==> config.mk <==
export PLATFORM = sky130hd
export DESIGN_NAME = line_follow_ctrl
export DESIGN_NICKNAME = d
export VERILOG_FILES = /design/src/rtl/line_follow_pkg.sv /design/src/rtl/input_debounce.sv /design/src/rtl/line_follow_ctrl.sv
export SDC_FILE = /design/constraint.sdc
export NUM_CORES = 1
export LEC_CHECK = 0
export CELL_PAD_IN_SITES_DETAIL_PLACEMENT = 2
export CELL_PAD_IN_SITES_GLOBAL_PLACEMENT = 2
export CORE_ASPECT_RATIO = 1.75
export CORE_MARGIN = 2
export CORE_UTILIZATION = 40
export DETAILED_ROUTE_END_ITERATION = 10
export MAX_ROUTING_LAYER = met4
export PLACE_DENSITY_LB_ADDON = 0.1
export SYNTH_ARGS = -nofsm -noshare
export SYNTH_HDL_FRONTEND = slang
export SYNTH_SLANG_ARGS = --single-unit
==> constraint.sdc <==
create_clock -name clk -period 3.32 [get_ports clk]
set_input_delay 0.664 -clock clk [delete_from_list [all_inputs] [get_ports clk]]
set_output_delay 0.664 -clock clk [all_outputs]
set_load 0.05 [all_outputs]
==> src/rtl/line_follow_pkg.sv <==
// Shared types for the line-following robot controller:
// FSM state codes (also the debug encoding) and motor command words.
package line_follow_pkg;

    typedef enum logic [2:0] {
        ST_IDLE      = 3'd0,
        ST_FOLLOW    = 3'd1,
        ST_JUNCTION  = 3'd2,
        ST_UTURN_OFF = 3'd3,
        ST_UTURN_ON  = 3'd4,
        ST_LOST      = 3'd5,
        ST_FAULT     = 3'd6
    } state_t;

    localparam logic [3:0] CMD_FWD    = 4'b0110;
    localparam logic [3:0] CMD_SPIN_L = 4'b1010;
    localparam logic [3:0] CMD_SPIN_R = 4'b0101;
    localparam logic [3:0] CMD_STOP   = 4'b0000;

    function automatic logic [1:0] cmd_en(input logic [3:0] cmd);
        return (cmd == CMD_STOP) ? 2'b00 : 2'b11;
    endfunction

endpackage

==> src/rtl/input_debounce.sv <==
// Two-flop synchroniser followed by a per-bit stability filter:
// a bit's output changes only after DB_CYC consecutive differing samples.
module input_debounce #(
    parameter int                WIDTH   = 5,
    parameter int                DB_CYC  = 4,
    parameter logic [WIDTH-1:0]  RST_VAL = '0
) (
    input  logic             clk,
    input  logic             rst_n,
    input  logic [WIDTH-1:0] raw,
    output logic [WIDTH-1:0] clean
);

    localparam int CW = $clog2(DB_CYC + 1);

    logic [WIDTH-1:0] s1;
    logic [WIDTH-1:0] s2;
    logic [CW-1:0]    cnt [WIDTH];

    always_ff @(posedge clk or negedge rst_n) begin
        if (!rst_n) begin
            s1    <= RST_VAL;
            s2    <= RST_VAL;
            clean <= RST_VAL;
            for (int i = 0; i < WIDTH; i++) cnt[i] <= '0;
        end else begin
            s1 <= raw;
            s2 <= s1;
            for (int i = 0; i < WIDTH; i++) begin
                if (s2[i] == clean[i]) begin
                    cnt[i] <= '0;
                end else if (cnt[i] == CW'(DB_CYC - 1)) begin
                    clean[i] <= s2[i];
                    cnt[i]   <= '0;
                end else begin
                    cnt[i] <= cnt[i] + 1'b1;
                end
            end
        end
    end

endmodule

==> src/rtl/line_follow_ctrl.sv <==
// Line-following motor controller: debounced sensors drive a
// follow / junction / U-turn / lost FSM with registered motor commands.
module line_follow_ctrl
    import line_follow_pkg::*;
#(
    parameter int N_SENS   = 3,
    parameter int DB_CYC   = 4,
    parameter int LOST_CYC = 1000,
    parameter int TURN_CYC = 50000
) (
    input  logic              clk,
    input  logic              rst_n,
    input  logic              run,
    input  logic [N_SENS-1:0] induct,
    input  logic              proxim,
    input  logic              red,
    output logic [3:0]        motor_in,
    output logic [1:0]        motor_en,
    output logic [2:0]        state_o,
    output logic              fault
);

    localparam int C  = (N_SENS - 1) / 2;
    localparam int SW = $clog2(N_SENS + 1);
    localparam int LW = $clog2(LOST_CYC + 1);
    localparam int TW = $clog2(TURN_CYC + 1);

    logic [N_SENS+1:0] db;
    logic [N_SENS-1:0] on;
    logic              prx, rd, red_q;
    logic              all_on, all_off, ctr_on;
    logic              red_rise, red_fall, t_done, l_done;
    logic [SW-1:0]     l_cnt, r_cnt;
    logic [LW-1:0]     lcnt;
    logic [TW-1:0]     tcnt;
    logic [3:0]        last_cmd, steer, spin, cmd_next;
    logic              td, td_next, cone, cone_next;
    state_t            state, next;

    input_debounce #(
        .WIDTH  (N_SENS + 2),
        .DB_CYC (DB_CYC),
        .RST_VAL({{N_SENS{1'b1}}, 2'b00})
    ) u_db (
        .clk  (clk),
        .rst_n(rst_n),
        .raw  ({induct, proxim, red}),
        .clean(db)
    );

    // Sensors are active-low; work with "on line" polarity internally.
    assign on       = ~db[N_SENS+1:2];
    assign prx      = db[1];
    assign rd       = db[0];
    assign all_on   = &on;
    assign all_off  = ~|on;
    assign ctr_on   = on[C];
    assign red_rise = rd & ~red_q;
    assign red_fall = ~rd & red_q;
    assign t_done   = (tcnt >= TW'(TURN_CYC - 1));
    assign l_done   = (lcnt >= LW'(LOST_CYC - 1));
    assign td_next  = td ^ red_rise;
    assign spin     = td_next ? CMD_SPIN_R : CMD_SPIN_L;
    assign state_o  = state;

    always_comb begin
        l_cnt = '0;
        r_cnt = '0;
        for (int i = 0; i < N_SENS; i++) begin
            if (i > C) l_cnt = l_cnt + SW'(on[i]);
            else if (i < C) r_cnt = r_cnt + SW'(on[i]);
        end
        steer = last_cmd;
        if (l_cnt > r_cnt) steer = CMD_SPIN_L;
        else if (r_cnt > l_cnt) steer = CMD_SPIN_R;
        else if (ctr_on) steer = CMD_FWD;
    end

    always_comb begin
        next      = state;
        cone_next = cone;
        if (red_fall) cone_next = 1'b0;
        unique case (state)
            ST_IDLE:      if (run) next = ST_FOLLOW;
            ST_FOLLOW: begin
                if (prx) begin
                    next      = ST_UTURN_OFF;
                    cone_next = 1'b1;
                end else if (red_rise && cone) next = ST_UTURN_OFF;
                else if (all_on) next = ST_JUNCTION;
                else if (all_off) next = ST_LOST;
            end
            ST_JUNCTION: begin
                if (red_rise && cone) next = ST_UTURN_OFF;
                else if (!all_on) next = ST_FOLLOW;
            end
            ST_UTURN_OFF: begin
                if (t_done) next = ST_FAULT;
                else if (all_off) next = ST_UTURN_ON;
            end
            ST_UTURN_ON: begin
                if (t_done) next = ST_FAULT;
                else if (ctr_on) next = ST_FOLLOW;
            end
            ST_LOST: begin
                if (red_rise && cone) next = ST_UTURN_OFF;
                else if (!all_off) next = ST_FOLLOW;
                else if (l_done) next = ST_FAULT;
            end
            ST_FAULT:     next = ST_FAULT;
            default:      next = ST_IDLE;
        endcase
        if (!run && state != ST_FAULT) begin
            next      = ST_IDLE;
            cone_next = cone & ~red_fall;
        end
    end

    // Command follows the state being entered so it lands with it.
    always_comb begin
        cmd_next = CMD_STOP;
        unique case (next)
            ST_FOLLOW:    cmd_next = steer;
            ST_JUNCTION,
            ST_UTURN_OFF,
            ST_UTURN_ON:  cmd_next = spin;
            ST_LOST:      cmd_next = last_cmd;
            default:      cmd_next = CMD_STOP;
        endcase
    end

    always_ff @(posedge clk or negedge rst_n) begin
        if (!rst_n) begin
            state    <= ST_IDLE;
            motor_in <= CMD_STOP;
            motor_en <= 2'b00;
            fault    <= 1'b0;
            td       <= 1'b0;
            cone     <= 1'b0;
            red_q    <= 1'b0;
            last_cmd <= CMD_FWD;
            lcnt     <= '0;
            tcnt     <= '0;
        end else begin
            state    <= next;
            motor_in <= cmd_next;
            motor_en <= cmd_en(cmd_next);
            fault    <= fault | (next == ST_FAULT);
            td       <= td_next;
            cone     <= cone_next;
            red_q    <= rd;
            if (cmd_next != CMD_STOP) last_cmd <= cmd_next;
            if (state != ST_LOST) lcnt <= '0;
            else if (lcnt != LW'(LOST_CYC)) lcnt <= lcnt + 1'b1;
            if (next == ST_UTURN_OFF && state != ST_UTURN_OFF) tcnt <= '0;
            else if ((state == ST_UTURN_OFF || state == ST_UTURN_ON)
                     && tcnt != TW'(TURN_CYC)) tcnt <= tcnt + 1'b1;
        end
    end

endmodule
Word-level counts from Yosys, hierarchy flattened
Index checks and enable logic that the tools add are counted.
{"block": "totals", "word_cells": 133, "latchBits": 0, "output_inout_bits": 10, "regBits": 73, "input_bits": 8, "mem_bits_ro": 0, "mem_count": 0, "ramBits": 0}
{"block": "op_classes", "n_bitwise": 14, "n_reduce_logical": 19, "order_cmp": 4, "add_sub_neg": 7, "eq_ne": 27, "shifts": 0, "n_mux": 40, "n_mul": 0, "n_div": 0}
{"op": "$mux W3", "count": 25}
{"op": "$mux W16", "count": 2}
{"op": "$eq A3 B2 Y1 const B", "count": 9}
{"op": "$pmux W3 S7", "count": 1}
{"op": "$mux W10", "count": 2}
{"op": "$eq A3 B3 Y1 const B", "count": 6}
{"op": "$add A16 B1 Y16 const B", "count": 1}
{"op": "$ge A16 B16 Y1 const B", "count": 1}
{"op": "$mux W4", "count": 4}
{"op": "$ne A16 B16 Y1 const B", "count": 1}
{"op": "$add A3 B1 Y3 const B", "count": 5}
{"op": "$pmux W4 S3", "count": 1}
{"op": "$add A10 B1 Y10 const B", "count": 1}
{"op": "$ge A10 B10 Y1 const B", "count": 1}
{"op": "$ne A10 B10 Y1 const B", "count": 1}
{"op": "$reduce_and A2 Y1", "count": 5}
{"op": "$not A1 Y1", "count": 8}
{"op": "$eq A3 B1 Y1 const B", "count": 2}
{"op": "$ne A3 B3 Y1 const B", "count": 2}
{"op": "$reduce_or A3 Y1", "count": 2}
{"op": "$eq A1 B1 Y1", "count": 5}
{"op": "$logic_and A1 B1 Y1", "count": 4}
{"op": "$logic_not A4 Y1", "count": 1}
{"op": "$mux W1", "count": 4}
{"op": "other kinds (13)", "count": 17}

Depth between registers and ports, before layout
{"block": "logic_depth", "depth_word": 13, "mapped_depth": 10, "depth_no_buf": 8}

By module
From an unflattened synthesis, not the netlist that was laid out.
{"block": "hier_totals", "cells_unflattened": 350, "hier_area_um2": 3654.8}
{"module": "line_follow_ctrl", "seq_area_each_um2": 1053.5, "instances": 1, "area_each_um2": 2562.5, "cells_per_inst": 285}
{"module": "input_debounce", "seq_area_each_um2": 762.0, "instances": 1, "area_each_um2": 1092.3, "cells_per_inst": 65}

Least setup slack after synthesis
No wires, ideal clock.
{"block": "synth_path", "kind": "reg-to-reg", "start": "reg state[1], in the netlist state_o[1]", "end": "reg last_cmd[1]", "t_arrival_ps": 2600, "synth_period_minus_slack_ps": 2680, "slack_ps": 640, "required_time_ps": 3240, "path_stages_with_launch": 10, "n_path_buf": 2, "cell_sequence": "dfrtp_1 -> clkbuf_1 -> buf_2 -> xor2_1 -> o2111ai_1 -> o311ai_0 -> or4_4 -> nor3b_1 -> or3_1 -> o221ai_2"}
{"block": "synth_via", "elab_chain_cells": 10}
{"element": "start: declaration", "line": "line_follow_ctrl.sv:38", "text": "state_t state, next;"}
{"element": "start signal: assignment", "line": "line_follow_ctrl.sv:145", "text": "state <= next;"}
{"element": "$mux W3", "line": "line_follow_ctrl.sv:91", "text": "else if (all_off) next = ST_LOST;"}
{"element": "$mux W3", "line": "line_follow_ctrl.sv:90", "text": "else if (all_on) next = ST_JUNCTION;"}
{"element": "$mux W3", "line": "line_follow_ctrl.sv:89", "text": "end else if (red_rise && cone) next = ST_UTURN_OFF;"}
{"element": "$mux W3", "line": "line_follow_ctrl.sv:86", "text": "if (prx) begin"}
{"element": "$pmux W3 S7", "line": "line_follow_ctrl.sv:83", "text": "unique case (state)"}
{"element": "$mux W3 (*)", "line": "line_follow_ctrl.sv:113", "text": "if (!run && state != ST_FAULT) begin"}
{"element": "$eq A3 B2 Y1 / $eq A3 B3 Y1 (equally long branches)", "line": "line_follow_ctrl.sv:122", "text": "unique case (next)"}
{"element": "$reduce_or A3 Y1", "line": "line_follow_ctrl.sv:122"}
{"element": "$pmux W4 S3 (*)", "line": "line_follow_ctrl.sv:122"}
{"element": "$reduce_bool A4 Y1", "line": "line_follow_ctrl.sv:152", "text": "if (cmd_next != CMD_STOP) last_cmd <= cmd_next;"}
{"element": "end signal: assignment", "line": "line_follow_ctrl.sv:152"}
{"element": "end: declaration", "line": "line_follow_ctrl.sv:36", "text": "logic [3:0] last_cmd, steer, spin, cmd_next;"}
Mark *: on every way between the ends. The rest lies on a longest branch, timed or not.
A chain may end at the register's enable or synchronous reset.

Final worst setup path
{"block": "layout_path", "start": "reg tcnt[12]", "end": "reg last_cmd[0]"}
{"block": "layout_via", "elab_chain_cells": 8}
{"element": "start: declaration", "line": "line_follow_ctrl.sv:35", "text": "logic [TW-1:0] tcnt;"}
{"element": "start signal: assignment", "line": "line_follow_ctrl.sv:143", "text": "tcnt <= '0;"}
{"element": "start signal: assignment", "line": "line_follow_ctrl.sv:155", "text": "if (next == ST_UTURN_OFF && state != ST_UTURN_OFF) tcnt <= '0;"}
{"element": "$ge A16 B16 Y1 (*)", "line": "line_follow_ctrl.sv:60", "text": "assign t_done = (tcnt >= TW'(TURN_CYC - 1));"}
{"element": "$mux W3 (on tied branches)", "line": "line_follow_ctrl.sv:102, line_follow_ctrl.sv:98"}
{"element": "$pmux W3 S7 (*)", "line": "line_follow_ctrl.sv:83"}
{"element": "$mux W3 (*)", "line": "line_follow_ctrl.sv:113"}
{"element": "$eq A3 B2 Y1 / $eq A3 B3 Y1 (equally long branches)", "line": "line_follow_ctrl.sv:122"}
{"element": "$reduce_or A3 Y1", "line": "line_follow_ctrl.sv:122"}
{"element": "$pmux W4 S3 (*)", "line": "line_follow_ctrl.sv:122"}
{"element": "$reduce_bool A4 Y1", "line": "line_follow_ctrl.sv:152"}
Marked as above.

==> results.md <==
| Quantity | Value |
| --- | --- |
| Power density relative to cell area | 891 nW/µm² |
| Post-CTS Setup Bufs | 0 |
| Startpoint of the most critical register-to-register path | tcnt[12] |
| Num rows | 45 |
| Remaining global-route overflow | 0 |
| CTS resizes | 0 |
| Detailed placement HPWL | 5840 µm |
| Post-synthesis instance area | 3490 µm² |
| Htree depth | 3 |
| Clock Skews | 0.00734 ns |
| Part of the cycle the worst path needs | 83.3% |
| Worst slack, placed | 0.391 ns |
| Synthesis-stage register bit count | 72 |
| Die area | 9510 µm² |
| Cts bufs inserted | 9 |
| Chip Width | 74.6 µm |
| Hold_ws | 0.356 ns |
| Clock tree root buffer cell | sky130_fd_sc_hd__clkbuf_16 |
| Slew at the pin with the worst max-slew slack | 0.765 ns |
| Floorplan Core Area | 8560 µm² |
| Number of nets produced by synthesis | 348 |
| RSZ-0062 raised after global routing | false |
| Result of the run | finished, final reports clean |
| Clock-pin transition on the worst setup and hold timing paths | 0.06 ns |
| Crit path required time | 3.54 ns |
| Commonest cells after routing, fill and taps aside | 61 x sky130_fd_sc_hd__dfrtp_1, 39 x sky130_fd_sc_hd__nor2_1, 20 x sky130_fd_sc_hd__nand2_1, 16 x sky130_fd_sc_hd__xnor2_1, 16 x sky130_fd_sc_hd__clkdlybuf4s50_1 |
| Via count of the first global-routing pass | 2877 |
| Layout cells sized above 1 | 12.8% |
| Final setup violating endpoints | 0 |
| Largest fanout of any net on the critical path | 6 |
| Initial standard-cell utilization of the core | 40.7% |
| Drt pass-1 iters | 4 |
| Post-synthesis cell count | 330 |
| Largest net degree at the start of global routing | 41 |
| TritonCTS clock tree | done |
| First-pass GRT wire length | 14100 µm |
| Tmin final | 2.76 ns |
| Ys Warns | 0 |
| Portion of the post-synthesis area used by sequential elements | 52.1% |
| Cts hold-fix bufs | 0 |
| Insertion delay of the later-clocked pin in the worst-skew pair | 0.33 ns |
| Total negative setup slack | 0 ns |
| Avg Inst Size Synth | 10.6 µm² |
| Worst EP arrival | 2.98 ns |
| Final Net Count | 371 |
| Min setup slack post-route | 0.555 ns |
| Via count | 2553 |
| Async S/R FF share, synth | 100% |
| Max Root-Sink Buffers | 2 |
| Placer congestion estimate | 0.848 |
| DRC violations left | 0 |
| Number of sinks on the clock net | 72 |
| DRT iter0 DRCs | 123 |
| Slew Limit Headroom | 49.0% |
| Highest clock rate | 362 MHz |
| Detailed-route wire length per cell | 17.1 µm |
| Syn-to-layout area delta | 17.5% |
| Total Power | 3.65 mW |
| Total Routing Usage GR | 20.3% |
| Number of maximum-capacitance constraint violations | 0 |
| Count of flip-flops with a built-in enable after synthesis | 0 |
| Worst vdd ir | 317 µV |
| Hold Violations, Final | 0 |
| Flip-flop cell with the highest count after synthesis | sky130_fd_sc_hd__dfrtp_1 |
| Most common cell after layout, fill and taps aside | sky130_fd_sc_hd__dfrtp_1 |
| Die H | 128 µm |
| Final Max Slew Viols | 0 |
| Ports placed on the boundary | 18 |
| Standby leakage power | 1.80 nW |
| Number of I/O port buffers | 17 |
| Netlist cell types | 61 |
| Hold Crit Start | u_db.s1[1] |
| Worst min-delay path category | reg -> reg |
| Category of the most critical setup path | reg -> reg |
| Final WL | 8140 µm |
| Startpoint Class | register |
| Number of antenna repair diodes | 0 |
| Number of vias per cell | 5.37 |
| Remaining number of nets flagged by the antenna check after routing | 0 |
| Number of antenna violations at the first check in global routing | 0 |
| Launch point of the critical path | tcnt[12] |
| Final core occ | 47.9% |
| Worst Setup End Kind | register |
==> flip-flops by register name (all words and copies together), names as in the netlist <==
register	count
lcnt	10
cone	1
u_db.cnt	15
u_db.s2	5
u_db.clean	5
motor_in	4
red_q	1
last_cmd	4
td	1
u_db.s1	5
fault	1
tcnt	16
state_o	3
motor_en	1
==> per-stage QoR <==
stage / cell area, µm² / cells
after CTS: 4100 / 475
after detailed placement: 3810 / 459
after global routing: 4100 / 475
after global placement: 3810 / 459
after floorplan: 3490 / 330
final: 4100 / 475
==> critical path, stage by stage, from the launching register on <==
cell and delay [ns]:
sky130_fd_sc_hd__dfrtp_1 0.41, sky130_fd_sc_hd__or4_4 0.56, sky130_fd_sc_hd__and3_4 0.22, sky130_fd_sc_hd__o22ai_1 0.49
sky130_fd_sc_hd__o311ai_4 0.24, sky130_fd_sc_hd__nor3b_1 0.36, sky130_fd_sc_hd__nor2_1 0.13, sky130_fd_sc_hd__a41o_1 0.25
==> area by class of cell <==
cell class              count  area [µm²]
clock inverters             4        45.0
well taps                 117         146
inverters                  15        56.3
flip-flops and latches     72        1820
repair buffers             23         223
clock buffers              12         246
fillers                   900        4460
multi-input cells         232        1570
==> cell families (layout without fill, tap and decap cells) <==
group	count (synthesis)	in the layout	synth area share (%)
buffers and inverters	26	54	3.05
AO/OA/AOI/OAI	54	54	12.3
flip-flops	72	72	52.1
multiplexers	5	5	1.54
AND/OR/NAND/NOR	136	136	20.7
XOR/XNOR	27	27	6.78
adder cells (fa/ha/maj)	10	10	3.59
==> where the power goes <==
group          switching [mW]  total [mW]  internal (mW)
Combinational           0.721        1.28          0.558
Clock                   0.340       0.938          0.598
Sequential              0.281        1.44           1.15
==> Yosys cell counts, types with 4 or more instances <==
| cell | count | share of area (%) |
|---|---|---|
| sky130_fd_sc_hd__nand3_1 | 11 | 1.6 |
| sky130_fd_sc_hd__xor2_1 | 11 | 2.8 |
| sky130_fd_sc_hd__dfrtp_1 | 61 | 44 |
| sky130_fd_sc_hd__a211oi_1 | 4 | 0.86 |
| sky130_fd_sc_hd__o21ai_0 | 7 | 1.0 |
| sky130_fd_sc_hd__or3_1 | 6 | 1.1 |
| sky130_fd_sc_hd__dfstp_2 | 11 | 8.3 |
| sky130_fd_sc_hd__inv_1 | 15 | 1.6 |
| sky130_fd_sc_hd__nor2b_1 | 5 | 0.90 |
| sky130_fd_sc_hd__nor3_1 | 14 | 2.0 |
| sky130_fd_sc_hd__ha_1 | 10 | 3.6 |
| sky130_fd_sc_hd__nor3b_1 | 12 | 2.6 |
| sky130_fd_sc_hd__a21oi_1 | 10 | 1.4 |
| sky130_fd_sc_hd__nor2_1 | 39 | 4.2 |
| sky130_fd_sc_hd__xnor2_1 | 16 | 4.0 |
| sky130_fd_sc_hd__and3_1 | 7 | 1.3 |
| sky130_fd_sc_hd__nand2_1 | 20 | 2.2 |
| sky130_fd_sc_hd__clkbuf_1 | 6 | 0.65 |
==> routing by layer <==
metal | GRT usage, % | part of all wire [%] | wire, µm
met2 | 35.2 | 56 | 4590
met5 | - | 0 | 0
met1 | 22.4 | 40 | 3220
met4 | 7.25 | 1.8 | 144
met3 | 4.02 | 2.2 | 182
==> path summary, 6_finish.rpt <==
kind / end / slack, ns / cells past startpoint
worst max-delay path: last_cmd[0] / 0.56 / 7
worst min-delay path: u_db.s2[1] / 0.36 / 0
worst max register to register: last_cmd[0] / 0.56 / 7
worst min register to register: u_db.s2[1] / 0.36 / 0
max in group asynchronous: u_db.s1[3] / 2.18 / 2
min in group asynchronous: u_db.cnt[8] / 0.41 / 1
(Power assumes the default switching activity.)
